--- src/rtl/stream_arb_mux_pkg.sv ---
// Shared definitions for the stream_arb_mux block.
//   clog2 / ch_width : channel-index width derivation (minimum 1 bit)
//   MODE_FIXED/MODE_RR : arbitration mode encodings for RR_MODE
package stream_arb_mux_pkg;

  localparam int MODE_FIXED = 0;
  localparam int MODE_RR    = 1;

  function automatic int clog2(input int n);
    int r;
    int v;
    r = 0;
    v = n - 1;
    while (v > 0) begin
      r++;
      v = v >> 1;
    end
    return r;
  endfunction

  // Width of a channel index; never zero so out_chan always exists.
  function automatic int ch_width(input int n);
    return (clog2(n) < 1) ? 1 : clog2(n);
  endfunction

endpackage

--- src/rtl/stream_arb_mux_rr_arbiter.sv ---
// rr_arbiter: purely combinational grant selection for stream_arb_mux.
//   req       in  CHANNELS  per-channel request (in_valid)
//   ptr       in  CH_W      round-robin search start (ignored in fixed mode)
//   lock      in  1         a packet is in flight; only lock_chan may be granted
//   lock_chan in  CH_W      channel owning the packet in flight
//   gnt       out CHANNELS  one-hot grant, zero when nothing is grantable
//   gnt_idx   out CH_W      binary index of the granted (or locked) channel
module rr_arbiter
  import stream_arb_mux_pkg::*;
#(
  parameter int CHANNELS = 4,
  parameter int RR_MODE  = MODE_RR,
  localparam int CH_W    = ch_width(CHANNELS)
) (
  input  logic [CHANNELS-1:0] req,
  input  logic [CH_W-1:0]     ptr,
  input  logic                lock,
  input  logic [CH_W-1:0]     lock_chan,
  output logic [CHANNELS-1:0] gnt,
  output logic [CH_W-1:0]     gnt_idx
);

  logic            found;
  logic [CH_W:0]   cand_ext;
  logic [CH_W-1:0] cand;

  always_comb begin
    found    = 1'b0;
    gnt_idx  = '0;
    cand_ext = '0;
    cand     = '0;
    if (lock) begin
      // Mid-packet: the owner keeps the grant even if it is not requesting,
      // so no other channel can interleave beats into the packet.
      gnt_idx = lock_chan;
      found   = req[lock_chan];
    end else begin
      for (int i = 0; i < CHANNELS; i++) begin
        if (RR_MODE != MODE_FIXED) begin
          // ptr + i wrapped modulo CHANNELS (works for non power-of-two counts)
          cand_ext = {1'b0, ptr} + (CH_W+1)'(i);
          if (cand_ext >= (CH_W+1)'(CHANNELS)) begin
            cand_ext = cand_ext - (CH_W+1)'(CHANNELS);
          end
        end else begin
          cand_ext = (CH_W+1)'(i);
        end
        cand = cand_ext[CH_W-1:0];
        if (!found && req[cand]) begin
          found   = 1'b1;
          gnt_idx = cand;
        end
      end
    end
    gnt = found ? (CHANNELS'(1) << gnt_idx) : '0;
  end

endmodule

--- src/rtl/stream_arb_mux.sv ---
// stream_arb_mux: CHANNELS-to-1 registered stream multiplexer with
// round-robin or fixed-priority arbitration and packet locking on in_last.
//   clk/reset  synchronous active-high reset
//   in_data    CHANNELS*WIDTH, channel k at [k*WIDTH +: WIDTH]
//   in_valid   per-channel valid       in_last  per-channel end-of-packet
//   in_ready   per-channel accept (combinational, at most one bit high)
//   out_data/out_last/out_chan/out_valid  registered output beat
//   out_ready  downstream accept
//
// Handshake: a beat moves on any edge where valid and ready are both high.
// The output register is reloadable whenever it is empty or being consumed
// (load = !out_valid || out_ready), so consumption and refill happen on the
// same edge and a continuous stream runs at one beat per cycle.
module stream_arb_mux
  import stream_arb_mux_pkg::*;
#(
  parameter int WIDTH    = 8,
  parameter int CHANNELS = 4,
  parameter int RR_MODE  = MODE_RR,
  localparam int CH_W    = ch_width(CHANNELS)
) (
  input  logic                      clk,
  input  logic                      reset,
  input  logic [CHANNELS*WIDTH-1:0] in_data,
  input  logic [CHANNELS-1:0]       in_valid,
  input  logic [CHANNELS-1:0]       in_last,
  output logic [CHANNELS-1:0]       in_ready,
  output logic [WIDTH-1:0]          out_data,
  output logic                      out_last,
  output logic [CH_W-1:0]           out_chan,
  output logic                      out_valid,
  input  logic                      out_ready
);

  logic [WIDTH-1:0]    out_data_q,  out_data_d;
  logic                out_last_q,  out_last_d;
  logic [CH_W-1:0]     out_chan_q,  out_chan_d;
  logic                out_valid_q, out_valid_d;
  logic                locked_q,    locked_d;
  logic [CH_W-1:0]     lock_chan_q, lock_chan_d;
  logic [CH_W-1:0]     rr_ptr_q,    rr_ptr_d;

  logic                load;
  logic                xfer;
  logic [CHANNELS-1:0] gnt;
  logic [CH_W-1:0]     gnt_idx;
  logic [WIDTH-1:0]    sel_data;
  logic                sel_last;

  rr_arbiter #(
    .CHANNELS (CHANNELS),
    .RR_MODE  (RR_MODE)
  ) u_arb (
    .req       (in_valid),
    .ptr       (rr_ptr_q),
    .lock      (locked_q),
    .lock_chan (lock_chan_q),
    .gnt       (gnt),
    .gnt_idx   (gnt_idx)
  );

  assign load     = !out_valid_q || out_ready;
  assign in_ready = (load && !reset) ? gnt : '0;
  assign xfer     = |in_ready;

  always_comb begin
    sel_data = '0;
    sel_last = 1'b0;
    for (int k = 0; k < CHANNELS; k++) begin
      if (gnt_idx == CH_W'(k)) begin
        sel_data = in_data[k*WIDTH +: WIDTH];
        sel_last = in_last[k];
      end
    end
  end

  always_comb begin
    out_data_d  = out_data_q;
    out_last_d  = out_last_q;
    out_chan_d  = out_chan_q;
    out_valid_d = out_valid_q;
    locked_d    = locked_q;
    lock_chan_d = lock_chan_q;
    rr_ptr_d    = rr_ptr_q;
    if (load) begin
      if (xfer) begin
        out_valid_d = 1'b1;
        out_data_d  = sel_data;
        out_last_d  = sel_last;
        out_chan_d  = gnt_idx;
        if (sel_last) begin
          // Packet done: release the lock and move priority past this channel.
          locked_d = 1'b0;
          rr_ptr_d = (gnt_idx == CH_W'(CHANNELS-1)) ? '0 : gnt_idx + CH_W'(1);
        end else begin
          locked_d    = 1'b1;
          lock_chan_d = gnt_idx;
        end
      end else begin
        // Register drained with nothing to refill; payload fields hold.
        out_valid_d = 1'b0;
      end
    end
  end

  always_ff @(posedge clk) begin
    if (reset) begin
      out_data_q  <= '0;
      out_last_q  <= 1'b0;
      out_chan_q  <= '0;
      out_valid_q <= 1'b0;
      locked_q    <= 1'b0;
      lock_chan_q <= '0;
      rr_ptr_q    <= '0;
    end else begin
      out_data_q  <= out_data_d;
      out_last_q  <= out_last_d;
      out_chan_q  <= out_chan_d;
      out_valid_q <= out_valid_d;
      locked_q    <= locked_d;
      lock_chan_q <= lock_chan_d;
      rr_ptr_q    <= rr_ptr_d;
    end
  end

  assign out_data  = out_data_q;
  assign out_last  = out_last_q;
  assign out_chan  = out_chan_q;
  assign out_valid = out_valid_q;

endmodule

--- config.mk ---
export PLATFORM = sky130hd
export DESIGN_NAME = stream_arb_mux
export DESIGN_NICKNAME = d
export VERILOG_FILES = /design/src/rtl/stream_arb_mux_pkg.sv /design/src/rtl/stream_arb_mux_rr_arbiter.sv /design/src/rtl/stream_arb_mux.sv
export SDC_FILE = /design/constraint.sdc
export NUM_CORES = 1
export LEC_CHECK = 0
export CORE_ASPECT_RATIO = 1.2
export CORE_MARGIN = 8
export CORE_UTILIZATION = 43
export CTS_BUF_LIST = sky130_fd_sc_hd__clkbuf_8 sky130_fd_sc_hd__clkbuf_16
export DETAILED_ROUTE_END_ITERATION = 10
export GPL_ROUTABILITY_DRIVEN = 1
export PLACE_DENSITY_LB_ADDON = 0.05
export REMOVE_ABC_BUFFERS = 1
export SETUP_SLACK_MARGIN = 0.3
export SYNTH_ARGS = -nofsm -noshare
export SYNTH_HDL_FRONTEND = slang
export SYNTH_HIERARCHICAL = 1
export SYNTH_SLANG_ARGS = --single-unit
export TNS_END_PERCENT = 30
--- constraint.sdc ---
create_clock -name clk -period 6.6 [get_ports clk]
set_clock_uncertainty 0.15 [all_clocks]
set_input_delay 0.99 -clock clk [delete_from_list [all_inputs] [get_ports clk]]
set_output_delay 0.99 -clock clk [all_outputs]
set_load 0.05 [all_outputs]
Yosys cells after proc, flatten, opt, wreduce, memory -nomap -nowiden --
Cells that the tools add are included.
Word-level totals: register bits 17, word-level logic and storage cells 88
Cells by class: add/subtract/negate cells 8, magnitude comparators 9, eq/ne operators 3, shift-type cells 1, mux-type cells 44, bitwise logic cells 1, reduce and logical (&&, ||, !) cells 15
Operator list (number):
- $mux 8 | 4
- $mux 2 | 14
- $mux 1 | 19
- $lt 2x3->1 const B | 5
- $bmux 1 s2 | 5
- $ge 3x3->1 const B | 3
- $mux 4 | 2
- $sub 2x1->2 const B | 4
- $add 2x2->3 const B | 2
- $reduce_and 3->1 | 2
- $logic_not 1->1 | 5
- $eq 2x2->1 const B | 2
- $logic_and 1x1->1 | 4
- $reduce_or 4->1 | 1
- $shl 1x2->4 const A | 1
- $add 2x1->3 const B | 1
- $ge 2x3->1 const B | 1
- $add 2x1->2 const B | 1
- $eq 2x1->1 const B | 1
- $logic_not 2->1 | 1
- $reduce_and 2->1 | 1
- $logic_or 1x1->1 | 1
- $not 1->1 | 1

Logic depth before layout (Yosys ltp) --
Gate-level depths: netlist of run 1.
depth after elaboration 26, depth in mapped cells 11

By module --
The synthesis of run 1 kept the hierarchy.
By module, submodules not included:
- stream_arb_mux | times used 1, cells an instance 124, area each 998.5 um2
- rr_arbiter | times used 1, cells an instance 32, area each 217.7 um2

Least setup slack after synthesis of run 1 --
Ideal clock, no wire load.
path type input-to-reg, start in in_valid[0], end reg rr_ptr_q[1], data arrival time 3.126 ns, setup slack 3.200 ns, stages 10, path through o21bai_1 > a21o_1 > o31ai_1 > inv_1 > ha_1 > buf_2 > and3b_1 > a2111oi_2 > nor3_2 > mux2_1
On the way: cells in the longest elaborated chain, start to end 22, elaborated cells on any way between the ends 44
Ends and longest elaborated chain:
- from (decl) | line stream_arb_mux.sv:25 | input logic [CHANNELS-1:0] in_valid,
- $bmux 1 s2 | line stream_arb_mux_rr_arbiter.sv:49 | if (!found && req[cand]) begin
- $mux 1 (implied by the code) | line stream_arb_mux_rr_arbiter.sv:49
- $mux 1 | line stream_arb_mux_rr_arbiter.sv:49
- $mux 1 | line stream_arb_mux_rr_arbiter.sv:32 | if (lock) begin
- $logic_not 1->1 | line stream_arb_mux_rr_arbiter.sv:49
- $logic_and 1x1->1 | line stream_arb_mux_rr_arbiter.sv:49
- $mux 1 | line stream_arb_mux_rr_arbiter.sv:49
- $mux 1 | line stream_arb_mux_rr_arbiter.sv:32
- [... 4 more ...]
- $logic_not 1->1 | line stream_arb_mux_rr_arbiter.sv:49
- $logic_and 1x1->1 | line stream_arb_mux_rr_arbiter.sv:49
- $mux 2 * | line stream_arb_mux_rr_arbiter.sv:49
- $mux 2 * | line stream_arb_mux_rr_arbiter.sv:32
- via gnt_idx[0] | line stream_arb_mux.sv:46 | logic [CH_W-1:0] gnt_idx;
- $logic_not 2->1 | line stream_arb_mux.sv:70 | if (gnt_idx == CH_W'(k)) begin
- $mux 1 (4 in series) | line stream_arb_mux.sv:70
- $reduce_and 3->1 (no line)
- to (signal assigned) | line stream_arb_mux.sv:122 | rr_ptr_q <= rr_ptr_d;
- to (decl) | line stream_arb_mux.sv:41 | logic [CH_W-1:0] rr_ptr_q, rr_ptr_d;
Mark *: on every way through the listed nets, which the timed path passes. The rest lies on a longest branch. The select of a mux whose other input is x is not followed. A chain may end at the register's enable or synchronous reset.

Worst setup path in the final report of run 1 --
start in in_valid[0], end out in_ready[0]
On the way: cells in the longest elaborated chain, start to end 19, elaborated cells on any way between the ends 32
Ends and longest elaborated chain:
- $bmux 1 s2 | line stream_arb_mux_rr_arbiter.sv:49
- $mux 1 (implied by the code) | line stream_arb_mux_rr_arbiter.sv:49
- $mux 1 | line stream_arb_mux_rr_arbiter.sv:49
- $mux 1 | line stream_arb_mux_rr_arbiter.sv:32
- $logic_not 1->1 | line stream_arb_mux_rr_arbiter.sv:49
- $logic_and 1x1->1 | line stream_arb_mux_rr_arbiter.sv:49
- $mux 1 | line stream_arb_mux_rr_arbiter.sv:49
- $mux 1 | line stream_arb_mux_rr_arbiter.sv:32
- [... 4 more ...]
- $logic_not 1->1 | line stream_arb_mux_rr_arbiter.sv:49
- $logic_and 1x1->1 | line stream_arb_mux_rr_arbiter.sv:49
- $mux 2 | line stream_arb_mux_rr_arbiter.sv:49
- $mux 2 | line stream_arb_mux_rr_arbiter.sv:32
- $shl 1x2->4 | line stream_arb_mux_rr_arbiter.sv:55 | gnt = found ? (CHANNELS'(1) << gnt_idx) : '0;
- $mux 4 * | line stream_arb_mux_rr_arbiter.sv:55
- via gnt[0] | line stream_arb_mux.sv:45 | logic [CHANNELS-1:0] gnt;
- $mux 4 * | line stream_arb_mux.sv:63 | assign in_ready = (load && !reset) ? gnt : '0;
- to (decl) | line stream_arb_mux.sv:27 | output logic [CHANNELS-1:0] in_ready,
Marked as above.

==> load_flow_metrics.sql, run 1 <==
INSERT INTO impl_metrics (metric_group, metric, value, unit) VALUES
('run_status', 'status', 'completed', ''),
('sta', 'final_min_period_over_clock_period', '0.688', ''),
('grt', 'globalRoute.totalOverflow', '0', ''),
('pwr', 'power.static_leakage', '0.725', 'nW'),
('sta', 'hold_slack', '316', 'ps'),
('clock_network', 'clk_root_buffer_cell', 'sky130_fd_sc_hd__clkbuf_8', ''),
('floorplanning', 'die_width', '64.6', 'µm'),
('clock_network', 'clock_sink_count', '17', ''),
('worst_setup_path', 'setup.reg_to_reg.worst_slack', '3340', 'ps'),
('layout', 'fillCellCount', '234', ''),
('pwr', 'total_power_after_layout', '0.830', 'mW'),
('placed_design', 'place_inst', '239', ''),
('floorplanning', 'core_area', '2730', 'µm²'),
('worst_setup_path', 'timing.critical_path.from_type', 'primary input', ''),
('synth', 'ys_async_sr_fraction', '0', ''),
('layout', 'layout.nets', '257', ''),
('worst_setup_path', 'critical_path.reg2reg.startpoint', 'rr_ptr_q[0]', ''),
('grt', 'first_global_vias', '1452', ''),
('pwr', 'cell_pwr_density', '448', 'nW/µm²'),
('sta', 'timing.final.crit_period', '4540', 'ps'),
('sta', 'timing.final.hold_violations', '0', ''),
('synth', 'yosys_warnings', '6', ''),
('layout', 'multi_input_logic_area', '786', 'µm²'),
('placed_design', 'detailedPlace.worstSlack', '2070', 'ps'),
('layout', 'post_route_cells_drive_above_1_share', '0.0478', ''),
('route', 'drt.antenna.violating_nets', '0', ''),
('worst_setup_path', 'worstPathMaxFanout', '7', ''),
('sta', 'setup_ws', '2060', 'ps'),
('sta', 'final-max-slew-violation-count', '0', ''),
('floorplanning', 'die-height', '74.3', 'µm'),
('synth', 'synthFlopType', 'sky130_fd_sc_hd__dfxtp_1', ''),
('sta', 'timing.fmax', '220', 'MHz'),
('clock_network', 'cts_max_level', '1', ''),
('route', 'remaining_drc_errors', '0', ''),
('route', 'average_vias_per_placed_instance', '5.72', ''),
('synth', 'post_synthesis_sequential_element_count', '17', ''),
('clock_network', 'cts_resized', '0', ''),
('floorplanning', 'fp.dieArea', '4790', 'µm²'),
('worst_setup_path', 'timing.critical_path.from', 'in_valid[0]', ''),
('sta', 'worst_slew_margin_relative_to_its_limit', '0.524', ''),
('layout', 'final_design_area_no_fill', '1850', 'µm²'),
('route', 'first_pass_iters', '4', ''),
('synth', 'post_synth_edffs', '0', ''),
('clock_network', 'holdBufCountCts', '0', ''),
('grt', 'grt_pass1_wl', '6350', 'µm'),
('worst_hold_path', 'min-delay-path-class', 'reg2reg', ''),
('run', 'maxcap_violations', '0', ''),
('worst_setup_path', 'regToRegEndpoint', 'rr_ptr_q[1]', ''),
('worst_hold_path', 'min_path_cells', '2', ''),
('sta', 'tightestPinTransition', '714', 'ps'),
('placed_design', 'numPortBuffers', '58', ''),
('synth', 'post_synth_inst_count', '156', ''),
('placed_design', 'finalWeightedCongestion', '0.805', ''),
('grt', 'maximum_number_of_pins_on_one_net_before_global_route_repair', '20', ''),
('clock_network', 'cts.path.max_buffers', '2', ''),
('clock_network', 'numCtsBuffers', '3', ''),
('sta', 'grt_setup_unrepaired', 'false', ''),
('layout', 'post_layout_nonfiller_instances', '243', ''),
('floorplanning', 'placement_rows', '21', ''),
('clock_network', 'clkTransAtPathRegs', '60', 'ps'),
('worst_setup_path', 'criticalPathCategory', 'in2out', ''),
('sta', 'setup_viol', '0', ''),
('layout', 'diodes', '0', ''),
('worst_setup_path', 'setup.worst_path.end', 'in_ready[0]', ''),
('worst_setup_path', 'critPathArrivalTime', '3400', 'ps'),
('placed_design', 'detailed_place_hpwl', '3050', 'µm'),
('synth', 'synth_seq_area_share', '0.280', ''),
('synth', 'ys_types', '37', ''),
('placed_design', 'placed_area', '1810', 'µm²'),
('clock_network', 'cts.repair_timing.setup_buffer_count', '0', ''),
('floorplanning', 'io_pins', '59', '');
-- cell families after synthesis --
| kind of cell | share of synthesized area |
|---|---|
| and+or+nand+nor | 0.257 |
| AOI/OAI and AO/OA | 0.288 |
| buffers and inverters | 0.0741 |
| DFF | 0.280 |
| muxes | 0.0597 |
| adders and majority gates | 0.0412 |
-- synthesized netlist by cell type (2+ instances only) --
cell type                  count  area share
sky130_fd_sc_hd__or3_1         2       0.010
sky130_fd_sc_hd__ha_1          4       0.041
sky130_fd_sc_hd__nand2_1       9       0.028
sky130_fd_sc_hd__clkbuf_1      6       0.019
sky130_fd_sc_hd__a221oi_1      8       0.058
sky130_fd_sc_hd__o31ai_1       2       0.012
sky130_fd_sc_hd__a211oi_1      8       0.049
sky130_fd_sc_hd__nor3_1       11       0.045
sky130_fd_sc_hd__and3_1        4       0.021
sky130_fd_sc_hd__mux2i_1       5       0.041
sky130_fd_sc_hd__nor2b_1       3       0.015
sky130_fd_sc_hd__buf_2         3       0.012
sky130_fd_sc_hd__inv_1        13       0.040
sky130_fd_sc_hd__nand3b_1      8       0.049
sky130_fd_sc_hd__a21oi_1      16       0.066
sky130_fd_sc_hd__nor2_1       12       0.037
sky130_fd_sc_hd__nand2b_1      6       0.031
sky130_fd_sc_hd__dfxtp_1      17        0.28
-- report_power, final --
group / internal (mW) / switching (mW) / leakage, nW
Sequential: 0.142 / 0.0318 / 0.140
Combinational: 0.235 / 0.344 / 0.558
Clock: 0.0413 / 0.0356 / 0.0269
Total: 0.418 / 0.411 / 0.725
-- how the worst min path moves through the flow --
stage                endpoint  slack, ps
5_1_grt           out_chan[1]        350
6_report          out_chan[1]        320
3_5_place_dp      out_chan[0]        310
3_3_place_gp      out_chan[1]        300
2_1_floorplan  lock_chan_q[0]        300
4_1_cts           out_chan[0]        320
-- placed cells by master, fill, tap and decap left out, types with 2 or more instances in the layout --
cell / synthesis / layout
sky130_fd_sc_hd__a21oi_1: 16 / 16
sky130_fd_sc_hd__or3_1: 2 / 2
sky130_fd_sc_hd__o31ai_1: 2 / 2
sky130_fd_sc_hd__nand2_1: 9 / 9
sky130_fd_sc_hd__nor2b_1: 3 / 3
sky130_fd_sc_hd__nand2b_1: 6 / 6
sky130_fd_sc_hd__a211oi_1: 8 / 8
sky130_fd_sc_hd__clkdlybuf4s50_1: 0 / 58
sky130_fd_sc_hd__mux2i_1: 5 / 5
sky130_fd_sc_hd__nor2_1: 12 / 12
sky130_fd_sc_hd__nand3b_1: 8 / 8
sky130_fd_sc_hd__nor3_1: 11 / 11
sky130_fd_sc_hd__a221oi_1: 8 / 8
sky130_fd_sc_hd__and3_1: 4 / 4
sky130_fd_sc_hd__inv_1: 13 / 14
sky130_fd_sc_hd__clkbuf_8: 0 / 3
sky130_fd_sc_hd__ha_1: 4 / 4
sky130_fd_sc_hd__dfxtp_1: 17 / 17
-- worst max-delay path, cell delays in order --
cell and delay (ps):
sky130_fd_sc_hd__clkdlybuf4s50_1 590, sky130_fd_sc_hd__a21oi_1 110, sky130_fd_sc_hd__o21a_1 200, sky130_fd_sc_hd__o221a_2 300, sky130_fd_sc_hd__a221oi_2 210, sky130_fd_sc_hd__and3_1 190
sky130_fd_sc_hd__clkdlybuf4s50_1 800
-- cell type report --
type | count | area share
clock buffer | 3 | 0.0223
clock inverter | 1 | 0.00203
inverter | 13 | 0.0264
multi-input combinational | 116 | 0.425
sequential | 17 | 0.184
tap | 34 | 0.0230
timing repair buffer | 59 | 0.318
-- layer usage --
metal  global-route usage  up-vias  share of wire
met5                    0        -              0
met4               0.0655        0          0.017
met3               0.0633        8          0.090
met2                0.299       55           0.51
met1                0.163      652           0.38
li1                     -      676              -
-- sequential cells by signal (all words and copies together) (netlist names) --
register	count
out_last	1
out_chan	2
lock_chan_q	2
locked_q	1
out_valid	1
out_data	8
rr_ptr_q	2
Power figures use the tool's default switching activity.
==> run 2: changes to the inputs <==
--- a/config.mk
+++ b/config.mk
@@ -7,7 +7,7 @@
 export LEC_CHECK = 0
 export CORE_ASPECT_RATIO = 1.2
 export CORE_MARGIN = 8
-export CORE_UTILIZATION = 43
+export CORE_UTILIZATION = 36
 export CTS_BUF_LIST = sky130_fd_sc_hd__clkbuf_8 sky130_fd_sc_hd__clkbuf_16
 export DETAILED_ROUTE_END_ITERATION = 10
 export GPL_ROUTABILITY_DRIVEN = 1
==> constraint.sdc (replaced) <==
create_clock -name clk -period 3.87 [get_ports clk]
set_clock_uncertainty 0.15 [all_clocks]
set_input_delay 0.5805 -clock clk [delete_from_list [all_inputs] [get_ports clk]]
set_output_delay 0.5805 -clock clk [all_outputs]
set_load 0.05 [all_outputs]
==> load_flow_metrics.sql, run 2 (synthesized netlist as in run 1, its figures left out) <==
INSERT INTO impl_metrics (metric_group, metric, value, unit) VALUES
('pwr', 'power.static_leakage', '0.760', 'nW'),
('floorplanning', 'die_width', '69.1', 'µm'),
('layout', 'regArea', '340', 'µm²'),
('floorplanning', 'core_area', '3280', 'µm²'),
('worst_setup_path', 'critical_path.reg2reg.startpoint', 'rr_ptr_q[1]', ''),
('layout', 'largest_reg_flops', '8', ''),
('layout', 'post_route_cells_drive_above_1_share', '0.0977', ''),
('clock_network', 'cts.path.max_buffers', '2', ''),
('clock_network', 'clk_root_buffer_cell', 'sky130_fd_sc_hd__clkbuf_8', ''),
('worst_hold_path', 'min_path_cells', '2', ''),
('layout', 'utilization', '0.576', ''),
('layout', 'layout_commonest_cell', 'sky130_fd_sc_hd__clkdlybuf4s50_1', ''),
('layout', 'area_growth_syn_to_layout', '55.5', '%'),
('worst_setup_path', 'critical_path.endpoint_type', 'register', ''),
('floorplanning', 'fp.dieArea', '5500', 'µm²'),
('worst_hold_path', 'min-delay-path-class', 'reg2reg', ''),
('pwr', 'power.ir.vdd_worst', '0.000407', 'V'),
('grt', 'first_global_vias', '1471', ''),
('floorplanning', 'io_pins', '59', ''),
('pwr', 'cell_pwr_density', '768', 'nW/µm²'),
('route', 'average_vias_per_placed_instance', '5.43', ''),
('sta', 'setup_viol', '0', ''),
('route', 'routed-via-count', '1368', ''),
('worst_setup_path', 'worstPathMaxFanout', '7', ''),
('sta', 'grt_setup_unrepaired', 'false', ''),
('sta', 'worst_slew_margin_relative_to_its_limit', '0.493', ''),
('route', 'drt_first_iter_violations', '48', ''),
('run', 'maxcap_violations', '0', ''),
('sta', 'timing.final.crit_period', '3280', 'ps'),
('placed_design', 'placed_area', '1840', 'µm²'),
('placed_design', 'detailed_place_hpwl', '3250', 'µm'),
('grt', 'grt_antenna_before_repair', '0', ''),
('clock_network', 'cts_max_level', '1', ''),
('placed_design', 'finalWeightedCongestion', '0.904', ''),
('clock_network', 'clock_sink_count', '17', ''),
('worst_hold_path', 'timing.hold.worst.start', 'out_chan[1]', ''),
('layout', 'diodes', '0', ''),
('worst_setup_path', 'regToRegEndpoint', 'rr_ptr_q[1]', ''),
('clock_network', 'clkTransAtPathRegs', '70', 'ps'),
('sta', 'tightestPinTransition', '755', 'ps'),
('sta', 'tns', '0', 'ps'),
('layout', 'multi_input_logic_area', '786', 'µm²'),
('grt', 'globalRoute.totalOverflow', '0', ''),
('worst_hold_path', 'worst_hold_path.endpoint', 'out_chan[1]', ''),
('run_status', 'status', 'completed', ''),
('grt', 'track_usage', '0.141', ''),
('sta', 'final-max-slew-violation-count', '0', ''),
('clock_network', 'cts.repair_timing.setup_buffer_count', '0', ''),
('worst_setup_path', 'required', '3860', 'ps'),
('clock_network', 'numCtsBuffers', '3', ''),
('sta', 'final_min_period_over_clock_period', '0.847', ''),
('sta', 'setup_ws', '591', 'ps'),
('layout', 'layout.nets', '263', ''),
('route', 'drt.antenna.violating_nets', '0', ''),
('layout', 'commonest_non_fill_non_tap_cells_in_the_layout', 'sky130_fd_sc_hd__clkdlybuf4s50_1, sky130_fd_sc_hd__dfxtp_1, sky130_fd_sc_hd__a21oi_1', ''),
('placed_design', 'numPortBuffers', '58', ''),
('floorplanning', 'placement_rows', '23', ''),
('sta', 'timing.final.hold_violations', '0', ''),
('clock_network', 'cts_resized', '0', ''),
('grt', 'maximum_number_of_pins_on_one_net_before_global_route_repair', '19', ''),
('clock_network', 'cts_tree', 'built', ''),
('sta', 'timing.fmax', '305', 'MHz'),
('route', 'routedWlPerCell', '15.8', 'µm'),
('route', 'first_pass_iters', '4', ''),
('floorplanning', 'die-height', '79.7', 'µm'),
('route', 'routed_wirelength', '3970', 'µm'),
('clock_network', 'clk_latency', '250', 'ps'),
('grt', 'grt_pass1_wl', '6600', 'µm'),
('layout', 'final_design_area_no_fill', '1890', 'µm²'),
('worst_setup_path', 'setup.reg_to_reg.worst_slack', '1130', 'ps'),
('worst_setup_path', 'critPathArrivalTime', '3260', 'ps'),
('floorplanning', 'floorplan.initialDensity', '0.371', ''),
('worst_setup_path', 'timing.critical_path.from_type', 'primary input', ''),
('route', 'remaining_drc_errors', '0', ''),
('worst_setup_path', 'criticalPathCategory', 'in2reg', ''),
('layout', 'fillCellCount', '319', ''),
('placed_design', 'detailedPlace.worstSlack', '337', 'ps'),
('clock_network', 'holdBufCountCts', '0', ''),
('worst_setup_path', 'worst_reg_to_reg_path_cell_count', '10', '');
## run 2: changes by cell type in the layout (fill, tap and decap cells not counted), sizes merged
cell	delta
buf	+10
clkdlybuf4s50	-4
clkinv	+1
inv	-1
## run 2: worst max-delay path, cell delays in order
cell	delay, ps
sky130_fd_sc_hd__clkdlybuf4s50_1	600
sky130_fd_sc_hd__a21oi_1	100
sky130_fd_sc_hd__o21a_1	190
sky130_fd_sc_hd__o221ai_1	270
sky130_fd_sc_hd__nand2_1	180
sky130_fd_sc_hd__inv_1	140
sky130_fd_sc_hd__ha_1	170
sky130_fd_sc_hd__and3b_1	180
sky130_fd_sc_hd__a2111oi_2	410
sky130_fd_sc_hd__nor3_2	110
sky130_fd_sc_hd__mux2_1	320
## run 2: through the flow
stage | instances | power [mW] | hold WS, ps
after global routing | 252 | 1.56 | 340
final | 252 | 1.45 | 310
after CTS | 252 | 1.47 | 316
after global placement | 248 | 1.30 | 296
after floorplan | 146 | 0.994 | 297
after detailed placement | 248 | 1.33 | 306
## run 2: how the worst max path moves through the flow
stage,slack [ps],startpoint,endpoint,cells past startpoint
finish,590,in_valid[0],rr_ptr_q[1],11
global route,330,in_valid[0],out_last,9
CTS,590,in_valid[0],rr_ptr_q[1],11
detailed placement,340,in_valid[0],rr_ptr_q[1],11
global placement,460,in_valid[0],rr_ptr_q[1],11
floorplan,870,in_valid[0],rr_ptr_q[1],8
## run 2: layout make-up
| cell class | count | share of cell area |
|---|---|---|
| clock inverter | 1 | 0.00265 |
| sequential | 17 | 0.180 |
| multi-input combinational | 116 | 0.416 |
| tap | 37 | 0.0245 |
| clock buffer | 3 | 0.0218 |
| inverter | 13 | 0.0258 |
| timing repair buffer | 65 | 0.330 |
## run 2: report_power, final
part / switching [mW] / internal [mW] / total, mW
combinational: 0.596 / 0.430 / 1.03
sequential: 0.0515 / 0.241 / 0.293
clock: 0.0607 / 0.0713 / 0.132
## run 2: metal layers
layer / wire [µm] / global-route usage / part of all wire / vias to the layer above
li1: - / - / - / 688
met1: 1570 / 0.136 / 0.40 / 626
met2: 2070 / 0.272 / 0.52 / 48
met3: 278 / 0.0423 / 0.070 / 6
met4: 56 / 0.0554 / 0.014 / 0
met5: 0 / 0 / 0 / -
